<file path="config.mk">
export PLATFORM = sky130hd
export DESIGN_NAME = seq_div
export DESIGN_NICKNAME = d
export VERILOG_FILES = /design/src/rtl/seq_div_pkg.sv /design/src/rtl/seq_div_step.sv /design/src/rtl/seq_div.sv
export SDC_FILE = /design/constraint.sdc
export NUM_CORES = 1
export LEC_CHECK = 0
export CORE_MARGIN = 10
export CORE_UTILIZATION = 55
export CTS_CLUSTER_DIAMETER = 100
export DETAILED_ROUTE_END_ITERATION = 6
export PLACE_DENSITY = 0.83
export SYNTH_ARGS = -nofsm -noshare
export SYNTH_HDL_FRONTEND = slang
export SYNTH_HIERARCHICAL = 1
export SYNTH_SLANG_ARGS = --single-unit
export TNS_END_PERCENT = 50
</file>
<file path="constraint.sdc">
create_clock -name clk -period 5.1 [get_ports clk]
set_input_delay 1.02 -clock clk [delete_from_list [all_inputs] [get_ports clk]]
set_output_delay 1.02 -clock clk [all_outputs]
set_load 0.05 [all_outputs]
</file>
<file path="src/rtl/seq_div_pkg.sv">
// Shared FSM encoding for the sequential divider (and the multiplier bench decode).
// Build option: SEQ_DIV_ZERO_DETECT_EN (see seq_div.sv).
package seq_div_pkg;

   localparam int         ST_W    = 2;
   localparam logic [1:0] ST_IDLE = 2'd0;
   localparam logic [1:0] ST_RUN  = 2'd1;
   localparam logic [1:0] ST_DONE = 2'd2;

endpackage

</file>
<file path="src/rtl/seq_div_step.sv">
// One restoring shift-compare-subtract iteration of the divider (combinational).
module div_step #(
   parameter int W = 4
) (
   input  logic [W:0]     rem,
   input  logic [2*W-1:0] quo,
   input  logic [W-1:0]   dvs,
   output logic [W:0]     rem_next,
   output logic [2*W-1:0] quo_next
);

   logic [W+1:0] rem_sh;
   logic [W+1:0] diff;
   logic         ge;

   // NOTE: pure combinational block -- blocking '=' and every output assigned on every path, so no latch.
   always_comb begin
      rem_sh   = {rem, quo[2*W-1]};
      diff     = rem_sh - {2'b00, dvs};
      ge       = rem_sh >= {2'b00, dvs};
      rem_next = ge ? diff[W:0] : rem_sh[W:0];
      quo_next = {quo[2*W-2:0], ge};
   end

endmodule

</file>
<file path="src/rtl/seq_div.sv">
// Sequential restoring divider: 2W-bit dividend / W-bit divisor, one quotient bit per clock.
// Build option: SEQ_DIV_ZERO_DETECT_EN short-circuits b==0 straight to DONE and drives div0.
module seq_div
   import seq_div_pkg::*;
#(
   parameter int W = 4
) (
   input  logic           clk,
   input  logic           rst,
   input  logic           ld,
   input  logic [2*W-1:0] a,
   input  logic [W-1:0]   b,
   output logic [2*W-1:0] rq,
   output logic [W-1:0]   rr,
   output logic           busy,
   output logic           done,
   output logic           div0
);

   localparam int            CW   = $clog2(2*W);
   localparam logic [CW-1:0] LAST = CW'(2*W-1);

   logic [ST_W-1:0] state;
   logic [W:0]      rem;
   logic [2*W-1:0]  quo;
   logic [W-1:0]    dvs;
   logic [CW-1:0]   cnt;
   logic [W:0]      rem_next;
   logic [2*W-1:0]  quo_next;

   div_step #(.W(W)) u_step (
      .rem      (rem),
      .quo      (quo),
      .dvs      (dvs),
      .rem_next (rem_next),
      .quo_next (quo_next)
   );

`ifdef SEQ_DIV_ZERO_DETECT_EN
   logic div0_q;
   assign div0 = div0_q;
`else
   assign div0 = 1'b0;
`endif

   assign busy = (state == ST_RUN);
   assign done = (state == ST_DONE);

   // NOTE: state registers use non-blocking '<=' only; the synchronous reset clears every register here.
   always_ff @(posedge clk) begin
      if (rst) begin
         state <= ST_IDLE;
         rem   <= '0;
         quo   <= '0;
         dvs   <= '0;
         cnt   <= '0;
         rq    <= '0;
         rr    <= '0;
`ifdef SEQ_DIV_ZERO_DETECT_EN
         div0_q <= 1'b0;
`endif
      end else begin
         case (state)
            ST_IDLE, ST_DONE: begin
               if (ld) begin
                  quo   <= a;
                  rem   <= '0;
                  dvs   <= b;
                  cnt   <= '0;
                  state <= ST_RUN;
`ifdef SEQ_DIV_ZERO_DETECT_EN
                  div0_q <= 1'b0;
                  if (b == '0) begin
                     state  <= ST_DONE;
                     rq     <= '1;
                     rr     <= a[W-1:0];
                     div0_q <= 1'b1;
                  end
`endif
               end else begin
                  state <= ST_IDLE;
               end
            end
            ST_RUN: begin
               rem <= rem_next;
               quo <= quo_next;
               cnt <= cnt + 1'b1;
               // Results publish only on the final iteration; they hold otherwise.
               if (cnt == LAST) begin
                  rq    <= quo_next;
                  rr    <= rem_next[W-1:0];
                  state <= ST_DONE;
               end
            end
            default: state <= ST_IDLE;
         endcase
      end
   end

endmodule

</file>
==> results.toml, run 1 <==
[logic_synthesis]
netlist.area_leader.share_pct = 40.6
syn-num-nets = 223
synth_area_per_cell_um2 = 8.34
synth_top_family_by_area = "simple AND/OR/NAND/NOR gates"
synth-simple-area-share_pct = 20.9
ys_types = 32
ys_seq_area_share_pct = 40.6
synthCells = 201
yosysWarnings = 6
syn_area_mm2 = 0.00168
ys_ff_latch = 34
synth-adder-area-share_pct = 5.67
synth_compound_area_share_pct = 19.6
synth_xor_area_share_pct = 1.04
yosys-top-cells-area = "dfxtp_1 41%, nand2_1 13%, a21oi_1 7.5%"
synth_top_area_cell = "dfxtp_1"
synthMuxAreaShare_pct = 1.49

[placement]
port_buffers = 28
post_dp_cell_area_mm2 = 0.00186
dpl.hpwl_mm = 2.64
dp_slack_ns = 1.84
gp_congestion = 0.868
dp_cells = 240

[layout]
antennaDiodeCount = 0
drive_gt1_share_pct = 9.68
n_fill_cell = 237
fin_area_mm2 = 0.00192
area_growth_pct = 14.3
final_cells = 248
final_common_cell = "nand2_1"
final_cell_mix = "59 x nand2_1, 34 x dfxtp_1, 28 x clkdlybuf4s50_1, 25 x a21oi_1, 10 x nor2_1"
nets = 238

[route]
first_pass_iters = 4
wl_mm = 3.46
wire_per_inst_um = 14.0
ant_nets = 0
num_vias = 1368
drtIter0Drc = 116
viasPerCell = 5.52
drc = 0

[sta]
max_slew_margin_pct = 27.2
finalCriticalPeriod_ns = 3.64
layout_worst_path_cycle_share_pct = 71.5
setup_viol = 0
slew_violations = 0
fin_ws_ns = 1.46
fmax_ghz = 0.274
worst_pin_slew_ns = 1.09
final_hold_viol_count = 0
rsz0062_at_grt = "false"
skew_ns = 0.00777
finalSetupTns_ns = 0

[pwr]
seq_power_share_pct = 52.3
ir_drop_v = 0.000236
p_clk_share_pct = 27.2
swShare_pct = 28.6
fin_total_pwr_w = 0.000553
combPwrFrac_pct = 20.5
power_per_cell_area_mw_per_mm2 = 288
p_sw_w = 0.000158
power.internal_w = 0.000395
leakagePower_nw = 0.703

[clocking]
postCtsResizedCells = 0
cts_buffer_depth = 2
clk_pin_slew_ns = 0.09
ctsHoldBuffers = 0
root_buffer = "clkbuf_4"
clk_latency_ns = 0.33
postCtsSetupRepairBufs = 0
cts_tree = "built"
cts_inserted_buffers = 5
cts_htree_levels = 2
clock_sinks = 34

[hold_path]
hold_path.class = "register to register"
min-delay-start = "rq[7]"

[setup_path]
crit_path_start = "state[0]"
crit_family = "buffers and inverters"
critPathKind = "register to output port"
path_cells = "nand2b_1 -> inv_2 -> clkdlybuf4s50_1"
cp_max_fo = 26
crit_path_top_delay_cell = "clkdlybuf4s50_1"
cp_num_buf_inv = 2
start_kind = "register"
worstPathRequired_ns = 4.08
crit_path_end_kind = "output port"
cp_slowest_stage_delay_ns = 0.87
worstReg2RegStart = "quo[7]"
cp.arrival_ns = 2.62

[floorplanning]
die_area_mm2 = 0.00566
die_y_um = 75.2
row_count = 19
start_util_pct = 59.3
coreArea_mm2 = 0.00283
pin_count = 30
die_x_um = 75.2

[global_routing]
grt_usage_pct = 13.1
grt_first_pass_wirelength_mm = 5.65
grt_pass1_vias = 1268
grt_antenna_before_repair = 0
grt_overflow_total = 0
grt_max_degree = 35

[flow_run]
max-cap-violations = 0

[run_status]
outcome = "finished, final reports clean"
[cell usage after synthesis, drive strengths merged]
library cell,number
nand2,59
dfxtp,34
a21oi,25
buf,18
nor2,10
a311oi,8
inv,8
nand3,8
ha,6
clkbuf,3
o21ai,3
a21o,2
nand2b,2
nor2b,2
a2111oi,1
a31oi,1
a41o,1
and3b,1
conb,1
fa,1
mux2,1
mux2i,1
nand3b,1
o21a,1
or2b,1
xnor2,1
xor2,1
[layout make-up]
cell class / instances / area, µm² / share of cell area (%)
clock buffers: 7 / 55.1 / 2.87
clock inverters: 1 / 5.00 / 0.261
inverters: 8 / 30.0 / 1.57
multi-input cells: 138 / 820 / 42.8
flip-flops and latches: 34 / 681 / 35.5
well taps: 31 / 38.8 / 2.02
repair buffers: 29 / 288 / 15.0
[path summary, 6_finish.rpt]
| kind | end | slack (ns) | depth (start not counted) |
|---|---|---|---|
| setup / recovery | busy | 1.46 | 3 |
| hold reg to reg | rq[7] | 0.46 | 2 |
| setup reg to reg | rr[1] | 2.68 | 9 |
| hold / removal | rq[7] | 0.46 | 2 |
[flip-flops by register name (all words and copies together) (netlist names)]
| register | count |
|---|---|
| rr | 4 |
| rem | 5 |
| quo | 8 |
| rq | 8 |
| dvs | 4 |
| cnt | 3 |
| state | 2 |
[power groups by stage]
stage,clock [W],combinational [W],sequential (W)
after global routing,0.000168,0.000125,0.000291
final,0.000150,0.000114,0.000289
after global placement,0,0.000108,0.000294
after detailed placement,0,0.000113,0.000295
after CTS,0.000155,0.000113,0.000289
after floorplan,0,0.000102,0.000291
[through the flow]
step | hold WS (ns) | util [%]
finish | 0.458 | 67.8
global route | 0.481 | 67.8
CTS | 0.460 | 67.8
detailed placement | 0.447 | 65.6
global placement | 0.442 | 65.6
floorplan | 0.436 | -
[tightest hold or removal path, cell delays in order (launching register included)]
cell and delay (ns):
dfxtp_1 0.32, nand2_1 0.05, a21oi_1 0.05
[per-layer routing]
metal,vias to the layer above,wire length (µm),track usage [%]
li1,690,-,-
met1,637,1450,13.7
met2,35,1680,21.7
met3,6,263,5.78
met4,0,67,7.01
met5,-,0,0
[kinds of logic after synthesis]
kind of cell | count (synthesis)
flops | 34
simple gates | 84
xor+xnor | 2
other cells | 1
buf+inv | 29
fa+ha+maj | 7
mux | 2
compound gates | 42
Note: power is estimated with default switching activity, not from simulation.
==> run 2, diff against run 1 <==
CORE_UTILIZATION = 52   (was 55)
PLACE_DENSITY = 0.79   (was 0.83)
clock period = 3.67 ns   (was 5.1 ns; I/O delays follow)
==> run 2 against run 1 <==
- clock skew rose by 0.0011 ns
- worst setup slack lost 0.41 ns
- via count decreased by 2.8%
- cell count increased by 5.6%
- worst hold slack better by 0.0023 ns
- first-iteration DRC count decreased by 16%
- combinational power rose by 39%
- count of clock-buffer cells in the layout shrank 1
- sequential power is 39% higher
- sequential cell count unchanged
- register-to-register slack got worse by 1.4 ns
- sequential share of layout area shrank 0.50 points
- critical endpoint unchanged
- highest routed layer unchanged
==> results.toml, run 2 (same netlist as run 1, synthesis figures left out) <==
[run_status]
outcome = "finished, final reports clean"

[route]
drc = 0
wire_per_inst_um = 13.0
first_pass_iters = 4
wl_mm = 3.41
ant_nets = 0
viasPerCell = 5.08
num_vias = 1330
drtIter0Drc = 98

[setup_path]
crit_path_top_delay_cell = "clkdlybuf4s50_1"
worstPathRequired_ns = 2.94
cp_max_fo = 9
cp.arrival_ns = 1.89
critPathKind = "register to output port"
cp_slowest_stage_delay_ns = 0.84
start_kind = "register"
crit_path_end_kind = "output port"
worst-r2r-setup-slack_ns = 1.26
path_cells = "nand2b_1 -> inv_2 -> clkdlybuf4s50_1"

[pwr]
ir_drop_v = 0.000255
power_per_cell_area_mw_per_mm2 = 401
leakagePower_nw = 0.707

[clocking]
clock_sinks = 34
postCtsResizedCells = 0
cts_buffer_depth = 2
ctsHoldBuffers = 0
postCtsSetupRepairBufs = 0
cts_htree_levels = 2
clk_pin_slew_ns = 0.10
cts_inserted_buffers = 5
cts_tree = "built"
root_buffer = "clkbuf_4"
clk_latency_ns = 0.35

[layout]
post-route-util_pct = 63.2
n_fill_cell = 287
area_growth_pct = 16.0
antennaDiodeCount = 0
fin_area_mm2 = 0.00194
final_cell_mix = "59 x nand2_1, 34 x dfxtp_1, 28 x clkdlybuf4s50_1, 25 x a21oi_1, 10 x nor2_1"
nets = 239
reg.largest.list = "quo (8), rq (8), rem (5)"
final_common_cell = "nand2_1"
drive_gt1_share_pct = 10.6

[floorplanning]
die_x_um = 76.8
die_area_mm2 = 0.00590
coreArea_mm2 = 0.00308
start_util_pct = 54.5
pin_count = 30
row_count = 20
die_y_um = 76.8

[global_routing]
grt_overflow_total = 0
grt_max_degree = 26
grt_pass1_vias = 1244
grt_antenna_before_repair = 0
grt_first_pass_wirelength_mm = 5.82
grt_usage_pct = 12.0

[sta]
worst_pin_slew_ns = 0.846
fmax_ghz = 0.381
rsz0062_at_grt = "false"
fin_ws_ns = 1.05
finalSetupTns_ns = 0
final_hold_viol_count = 0
max_slew_margin_pct = 43.4
layout_worst_path_cycle_share_pct = 71.4
setup_viol = 0
skew_ns = 0.00884
finalCriticalPeriod_ns = 2.62
slew_violations = 0

[placement]
dpl.hpwl_mm = 2.53
post_dp_cell_area_mm2 = 0.00188
gp_congestion = 0.874
port_buffers = 28
dp_slack_ns = 1.26

[flow_run]
max-cap-violations = 0

[hold_path]
hold_path.class = "register to register"
[run 2: cell count changes in the layout (fill, tap and decap cells not counted)]
cell        before  now
buf_4            1    2
clkbuf_1         1    0
clkinvlp_4       0    1
[run 2: per-layer routing]
layer | track usage, % | up-vias | share of wire, % | routed length (µm)
met5 | 0 | - | 0 | 0
met3 | 5.36 | 7 | 7.0 | 238
met2 | 18.1 | 31 | 46 | 1580
met1 | 14.3 | 599 | 45 | 1540
li1 | - | 693 | - | -
met4 | 5.02 | 0 | 1.6 | 56
[run 2: cell type report]
cell class | instances | area, µm² | share of cell area [%]
clock buffer | 6 | 51.3 | 2.64
clock inverter | 2 | 12.5 | 0.644
inverter | 8 | 30.0 | 1.54
multi-input combinational | 138 | 820 | 42.1
sequential | 34 | 681 | 35.0
tap | 44 | 55.1 | 2.83
timing repair buffer | 30 | 295 | 15.2
[run 2: worst paths after layout]
path,from,endpoint,depth (start not counted)
setup / recovery,state[0],busy,3
hold / removal,dvs[3],dvs[3],2
setup reg to reg,quo[7],rr[1],9
hold reg to reg,dvs[3],dvs[3],2
[run 2: power breakdown]
part           switching, W  total, W  internal, W
logic             0.0000888  0.000158    0.0000696
clock network      0.000129  0.000221    0.0000920
registers         0.0000144  0.000401     0.000387
[run 2: worst max-delay path: cells and delay by family (launching register included)]
| family | cells | cell delay (ns) |
|---|---|---|
| flops | 1 | 0.42 |
| simple gates | 1 | 0.11 |
| buf+inv | 2 | 1.01 |
[run 2: metrics by stage]
step	hold WS, ns	total power (W)	instances
after CTS	0.462	0.000790	262
after detailed placement	0.447	0.000568	254
final	0.460	0.000780	262
after global placement	0.443	0.000564	254
after floorplan	0.436	0.000546	201
after global routing	0.477	0.000826	262
==> run 3, diff against run 2 <==
CORE_UTILIZATION = 47   (was 52)
PLACE_DENSITY = 0.75   (was 0.79)
clock period = 2.15 ns   (was 3.67 ns; I/O delays follow)
==> run 3 against run 2 <==
- the flow now finishes with violations (negative setup slack)
- sequential cell count did not move
- clock skew fell by 0.0033 ns
- non-clock buffer count rose by 9
- critical endpoint is now rr[1]
- routed wire length rose by 6.7%
==> results.toml, run 3 (same netlist as run 1, synthesis figures left out) <==
[global_routing]
grt_max_degree = 35
grt_antenna_before_repair = 0
grt_first_pass_wirelength_mm = 5.89
grt_usage_pct = 11.6
grt_pass1_vias = 1322
grt_overflow_total = 0

[route]
first_pass_iters = 4
wl_mm = 3.64
drtIter0Drc = 73
viasPerCell = 5.10
num_vias = 1392
wire_per_inst_um = 13.3
drc = 0
ant_nets = 0

[clocking]
cts_htree_levels = 2
cts_buffer_depth = 2
clock_sinks = 34
clk_pin_slew_ns = 0.10
clk_latency_ns = 0.34
cts_inserted_buffers = 5
root_buffer = "clkbuf_4"
ctsHoldBuffers = 0
cts_tree = "built"

[setup_path]
cp_slowest_stage_delay_ns = 0.34
critPathKind = "register to register"
cp_max_fo = 6
crit_path_top_delay_cell = "fa_2"
reg2regPathDepth = 10
crit_path_start = "quo[7]"
start_kind = "register"
endpoint = "rr[1]"
rr_endpoint = "rr[1]"
worst-r2r-setup-slack_ns = -0.02
worst-path-stages = 10
crit_family = "compound AO/OA/AOI/OAI gates"
crit_path_end_kind = "register"
cp.arrival_ns = 2.39
worstReg2RegStart = "quo[7]"
worstPathRequired_ns = 2.37
critical_path.most_common_cell = "inv_2"
path_cells = "inv_2 -> ha_4 -> inv_2 -> fa_2 -> a21o_4 -> a2111oi_4 -> buf_6 -> mux2_4 -> nand2_1 -> a21oi_1"
cp_num_buf_inv = 3

[sta]
finalCriticalPeriod_ns = 2.17
finalSetupTns_ns = -0.0214
rsz0062_at_grt = "true"
layout_worst_path_cycle_share_pct = 101
final_hold_viol_count = 0
max_slew_margin_pct = 64.0
slew_violations = 0
skew_ns = 0.00558
setup_viol = 2
fmax_ghz = 0.462
worst_pin_slew_ns = 0.539
fin_ws_ns = -0.0166

[layout]
area_growth_pct = 24.6
antennaDiodeCount = 0
nets = 248
reg.largest.list = "quo (8), rq (8), rem (5)"
final_cell_mix = "57 x nand2_1, 32 x dfxtp_1, 26 x clkdlybuf4s50_1, 24 x a21oi_1, 10 x nor2_1"
final_common_cell = "nand2_1"
drive_gt1_share_pct = 18.5

[flow_run]
max-cap-violations = 0

[run_status]
outcome = "finished, violations left"
violations = "negative setup slack"

[placement]
gp_congestion = 0.833
dpl.hpwl_mm = 2.48
dp_slack_ns = 0.0202
port_buffers = 28

[floorplanning]
die_area_mm2 = 0.00636
row_count = 21
pin_count = 30
die_x_um = 79.7
start_util_pct = 49.5
coreArea_mm2 = 0.00339
die_y_um = 79.7

[hold_path]
hold_path.class = "register to register"

[pwr]
leakagePower_nw = 0.797
power_per_cell_area_mw_per_mm2 = 678
ir_drop_v = 0.000353
[run 3: worst min path at each step]
stage | slack, ns | depth (start not counted) | endpoint | startpoint
2_1_floorplan | 0.44 | 2 | dvs[1] | dvs[1]
3_3_place_gp | 0.44 | 2 | rq[2] | rq[2]
3_5_place_dp | 0.45 | 2 | rr[3] | rr[3]
4_1_cts | 0.46 | 2 | rr[3] | rr[3]
5_1_grt | 0.48 | 2 | rq[5] | rq[5]
6_report | 0.46 | 2 | rq[5] | rq[5]
[run 3: repair_timing]
| action | in CTS | in global routing |
|---|---|---|
| resized for setup | 0 | 18 |
| hold endpoints to repair | 0 | 0 |
| buffers inserted | 1 | 2 |
| pin swaps | 0 | 1 |
| setup endpoints to repair | 2 | 10 |
[run 3: final cells by class]
type / count / area (µm²)
Fill cell: 291 / 1300
Multi-Input combinational cell: 138 / 866
Sequential cell: 34 / 683
Timing Repair Buffer: 39 / 392
Tap cell: 46 / 57.6
Clock buffer: 7 / 55.1
Inverter: 8 / 30.0
Clock inverter: 1 / 5.00
[run 3: routing by layer]
metal,track usage (%),vias up,part of all wire (%)
met2,19.4,31,47
li1,-,712,-
met1,13.2,642,46
met3,3.60,7,5.5
met4,5.38,0,2.0
met5,0,-,0
[run 3: worst reg2reg max path: stages (launching register included)]
cell	delay (ns)
dfxtp_2	0.33
inv_2	0.06
ha_4	0.13
inv_2	0.04
fa_2	0.34
a21o_4	0.22
a2111oi_4	0.32
buf_6	0.18
mux2_4	0.31
nand2_1	0.06
a21oi_1	0.06
[run 3: power by group]
part           switching (W)  internal, W  total, W
Clock               0.000210     0.000158  0.000369
Sequential         0.0000272     0.000661  0.000688
Combinational       0.000179     0.000181  0.000359
[run 3: through the flow]
stage / hold WS (ns) / cells / power, W / instance area (µm²) / util, %
floorplan: 0.436 / 201 / 0.000932 / 1680 / -
global placement: 0.442 / 262 / 0.000985 / 1940 / 57.3
detailed placement: 0.446 / 262 / 0.000992 / 1940 / 57.3
CTS: 0.460 / 271 / 0.00137 / 2010 / 59.2
global route: 0.478 / 273 / 0.00149 / 2090 / 61.6
finish: 0.456 / 273 / 0.00142 / 2090 / 61.6
